`src/rtl/md_issue_ctrl_pkg.sv`:
```
// Shared definitions for the HI/LO multiply/divide issue controller:
// MD op codes, FSM state codes and small op-decoding helpers.
package md_issue_ctrl_pkg;

  typedef enum logic [3:0] {
    MD_NONE  = 4'h0,
    MD_MULT  = 4'h1,
    MD_MTHI  = 4'h2,
    MD_MULTU = 4'h3,
    MD_MTLO  = 4'h4,
    MD_DIV   = 4'h5,
    MD_MFHI  = 4'h6,
    MD_DIVU  = 4'h7,
    MD_MFLO  = 4'h8
  } md_op_e;

  typedef enum logic [1:0] {
    MDS_IDLE   = 2'd0,
    MDS_LAUNCH = 2'd1,
    MDS_BUSY   = 2'd2
  } md_state_e;

  // bit0 marks a mult/div start; bit2 picks divide among the starts
  function automatic logic md_is_start(input logic [3:0] op);
    return op[0];
  endfunction

  function automatic logic md_is_read(input logic [3:0] op);
    return (op == MD_MFHI) || (op == MD_MFLO);
  endfunction

endpackage

```
`src/rtl/md_issue_ctrl.sv`:
```
// D->E issue controller for the HI/LO mult/div unit: issues start codes,
// tracks the in-flight op and stalls D on MD collisions. Optional: MD_WATCHDOG_EN.
module md_issue_ctrl
  import md_issue_ctrl_pkg::*;
#(
  parameter int unsigned WDT_LIMIT = 16
) (
  input  logic       clk,
  input  logic       reset,
  input  logic       d_valid,
  input  logic [3:0] d_md_op,
  input  logic       ext_stall,
  input  logic       md_busy,
  output logic [3:0] md_start,
  output logic       md_rd,
  output logic       md_stall,
  output logic       md_err
);

  md_state_e state, state_nxt;
  logic      d_is_md;
  logic      issue;

  always_comb begin
    d_is_md  = d_valid && (d_md_op != MD_NONE);
    md_stall = d_is_md && (state != MDS_IDLE);
    issue    = d_is_md && !md_stall && !ext_stall;
  end

  always_comb begin
    state_nxt = state;
    unique case (state)
      MDS_IDLE:   if (issue && md_is_start(d_md_op)) state_nxt = MDS_LAUNCH;
      MDS_LAUNCH: state_nxt = MDS_BUSY;
      MDS_BUSY:   if (!md_busy) state_nxt = MDS_IDLE;
      default:    state_nxt = MDS_IDLE;
    endcase
  end

  always_ff @(posedge clk) begin
    if (reset) begin
      state    <= MDS_IDLE;
      md_start <= MD_NONE;
      md_rd    <= 1'b0;
    end else begin
      state    <= state_nxt;
      md_start <= issue ? d_md_op : MD_NONE;
      md_rd    <= issue && md_is_read(d_md_op);
    end
  end

`ifdef MD_WATCHDOG_EN
  localparam logic [4:0] WDT_LIM = 5'(WDT_LIMIT);

  logic [4:0] wdt_cnt;

  // cnt==1 in BUSY is exactly the cycle after LAUNCH, when the unit must be busy
  always_ff @(posedge clk) begin
    if (reset) begin
      wdt_cnt <= '0;
      md_err  <= 1'b0;
    end else begin
      if (state == MDS_IDLE)
        wdt_cnt <= '0;
      else if (wdt_cnt != '1)
        wdt_cnt <= wdt_cnt + 5'd1;
      if ((wdt_cnt > WDT_LIM) ||
          ((state == MDS_BUSY) && (wdt_cnt == 5'd1) && !md_busy))
        md_err <= 1'b1;
    end
  end
`else
  assign md_err = 1'b0;
`endif

endmodule

```
`config.mk`:
```
export PLATFORM = sky130hd
export DESIGN_NAME = md_issue_ctrl
export DESIGN_NICKNAME = d
export VERILOG_FILES = /design/src/rtl/md_issue_ctrl_pkg.sv /design/src/rtl/md_issue_ctrl.sv
export SDC_FILE = /design/constraint.sdc
export NUM_CORES = 1
export LEC_CHECK = 0
export ABC_AREA = 1
export CAP_MARGIN = 40
export CELL_PAD_IN_SITES_DETAIL_PLACEMENT = 0
export CELL_PAD_IN_SITES_GLOBAL_PLACEMENT = 1
export CORE_AREA = 2 2 39 41
export CTS_BUF_LIST = sky130_fd_sc_hd__clkbuf_4 sky130_fd_sc_hd__clkbuf_8 sky130_fd_sc_hd__clkbuf_16
export CTS_CLUSTER_DIAMETER = 80
export DETAILED_ROUTE_END_ITERATION = 16
export DIE_AREA = 0 0 41 43
export MAX_ROUTING_LAYER = met4
export PLACE_DENSITY = 0.7
export SETUP_SLACK_MARGIN = 0.3
export SLEW_MARGIN = 10
export SYNTH_ARGS = -nofsm -noshare
export SYNTH_HDL_FRONTEND = slang
export SYNTH_SLANG_ARGS = --single-unit
```
`constraint.sdc`:
```
create_clock -name clk -period 2.3 [get_ports clk]
set_clock_uncertainty 0.15 [all_clocks]
set_input_delay 0.46 -clock clk [delete_from_list [all_inputs] [get_ports clk]]
set_output_delay 0.46 -clock clk [all_outputs]
set_load 0.05 [all_outputs]
```
==> results.md <==
- Routed Antenna Nets: 0
- Num CTS Buffers: 3
- Hold Path Cell Cnt: 3
- Post-DP HPWL: 413.1 µm
- Max Clk Rate: 514.0 MHz
- Final setup fails: 0
- Width of the die: 41 µm
- Cts hold-fix bufs: 0
- Clk buf depth: 2
- Mapped cell area: 280.3 µm²
- Die footprint: 1763 µm²
- Via Count: 269
- Max-slew headroom: 66.73%
- Initial antenna violation count: 0
- Total Neg Setup Slack: 0 ns
- VDD IR-drop max: 0.0001669 V
- Crit-path cells: clkdlybuf4s50_1
- Status: completed
- Reg2reg end: md_start[2]
- Slew Limit Fails: 0
- GR Overflow Total: 0
- Final hold vios: 0
- Nets: 67
- Htree depth: 1
- Mapped Avg Cell Area: 7.186 µm²
- Worst-Margin Slew: 0.4982 ns
- Setup slack, reg-to-reg: 1.34 ns
- # rows: 14
- Vert. Die Dim: 43 µm
- Sequential fraction of the synthesis area: 50.00%
- N_diodes: 0
- WHS Endpoint: state[1]
- Placed cells: 68
- Crit path max fanout: 1
- Kind of critical path: register to output pin
- Initial Util: 20.25%
- Synth Register Bits: 7
- First-pass GRT wire length: 903 µm
- Reg2reg start: state[1]
- Mapped Cells: 39
- Pleak: 0.2618 nW
- Sink Count: 7
- Core region area: 1384 µm²
- Data arrival, critical path: 1.34 ns
- Cell variety after synth: 13
- Max cap viols: 0
- Total of warnings raised by yosys: 0
- Hold slack: 0.3981 ns
- Total Power: 292.5 µW
- Shortest period the worst path allows: 1.945 ns
- Largest stage delay, worst path: 0.79 ns
- Port Buffers: 14
- # DRC: 0
- CP delay by family, top: buffers and inverters
- Final core occ: 34.90%
- Final cell count without fillers: 73
- Post-Syn Nets: 48
- CP Data Required Time: 1.69 ns
- Clock Latency Late Sink: 0.25 ns
- Buf/Inv on CP: 1
- Layout overhead on the synthesized area: 72.32%
- CTS clk-pin slew, worst paths: 0.05 ns
- WL per Instance: 7.137 µm
- Startpoint types: register
- Ports: 16
- Final GP Congestion: 0.7602
- Vias in the first global route: 239
- RSZ-0062 raised after global routing: no
- Largest net degree at the start of global routing: 7
- Fin crit share: 84.58%
- Fraction of layout cells with a size suffix above 1: 21.05%
- CP Capture Type: output pin
- CTS tree: done
- Final WL: 521 µm
- FILL cells: 159
- Area of the multi-input gates: 101.3 µm²
- Root buffer cell: clkbuf_4
- GRT Overall Usage: 8.857%
- Worst Hold Class: register to register
- Worst reg-to-reg path cell count: 5
- Slowest-stage cell, CP: clkdlybuf4s50_1
- Seq. cell area: 140.1 µm²
- First DRT Iteration DRCs: 3
- TritonRoute pass-1 iters: 2
- Vias/cell: 3.685
- Pwr Density: 605.6 nW/µm²
- Hold Startpoint: state[1]
[timing repair]
action,in CTS,in global routing
buffers inserted,1,0
setup endpoints to repair,1,2
resized for setup,5,2
pin swaps,2,0
[synth_stat cells, drive strengths merged]
| library cell | number | area [µm²] |
|---|---|---|
| conb | 1 | 3.750 |
| a21oi | 1 | 5.000 |
| nor3 | 1 | 5.000 |
| inv | 9 | 33.79 |
| nand3 | 1 | 10.01 |
| dfxtp | 7 | 140.1 |
| nor2 | 10 | 40.04 |
| nand4 | 1 | 6.260 |
| nand2 | 7 | 28.78 |
| buf | 1 | 7.510 |
[cell type report]
class,count,share of cell area [%]
clock buffers,4,6.218
well taps,16,4.145
flip-flops and latches,7,29.02
multi-input cells,22,20.98
inverters,9,6.995
repair buffers,15,32.64
[report_power, final]
part	switching (mW)	leakage (nW)	internal, mW	total (mW)
Clock	0.0411	0.0184	0.0777	0.119
Sequential	0.000794	0.0568	0.125	0.126
Combinational	0.0276	0.187	0.0204	0.0481
Total	0.0695	0.262	0.223	0.292
[per-stage QoR]
step | worst slack [ns] | area [µm²]
3_5_place_dp | 0.1924 | 442.9
2_1_floorplan | 0.4264 | 280.3
3_3_place_gp | 0.1733 | 442.9
6_report | 0.3546 | 483.0
4_1_cts | 0.3358 | 478.0
5_1_grt | 0.3085 | 483.0
[sequential cells by signal (all words and copies together), names as in the netlist]
register	count
state	2
md_rd	1
md_start	4
[layout by cell type (no fill, tap or decap)]
cell type / netlist / final
a21oi_1: 1 / 1
buf_12: 0 / 1
buf_4: 1 / 1
clkbuf_4: 0 / 4
clkdlybuf4s50_1: 0 / 7
conb_1: 1 / 1
dfxtp_1: 7 / 7
dlygate4sd2_1: 0 / 4
dlymetal6s2s_1: 0 / 2
inv_1: 7 / 7
inv_2: 2 / 2
nand2_1: 6 / 6
nand2_2: 1 / 1
nand3_2: 1 / 1
nand4_1: 1 / 1
nor2_1: 9 / 8
nor2_2: 1 / 2
nor3_1: 1 / 1
[worst max path at each step]
stage	from	to	cells after the start
6_report	md_start[0]	md_start[0]	1
5_1_grt	md_rd	md_rd	1
4_1_cts	md_start[1]	md_start[1]	1
3_5_place_dp	d_md_op[1]	md_stall	6
3_3_place_gp	d_md_op[3]	md_stall	6
2_1_floorplan	d_md_op[0]	md_stall	4
[kinds of logic (layout without fill, tap and decap cells)]
group	Yosys count	count (layout)	share of synthesized area, %
and+or+nand+nor	20	20	32.14
buffers and inverters	10	28	14.74
DFF	7	7	50.00
other	1	1	1.338
AOI/OAI and AO/OA	1	1	1.784
[per-layer routing]
metal  vias to the layer above  wire (µm)  track usage [%]
met5                         -          0                -
met4                         0         31            14.00
met3                         4         44            2.094
met2                        10        244            9.688
met1                       109        200            9.677
li1                        146          -                -
(Power assumes the default switching activity.)
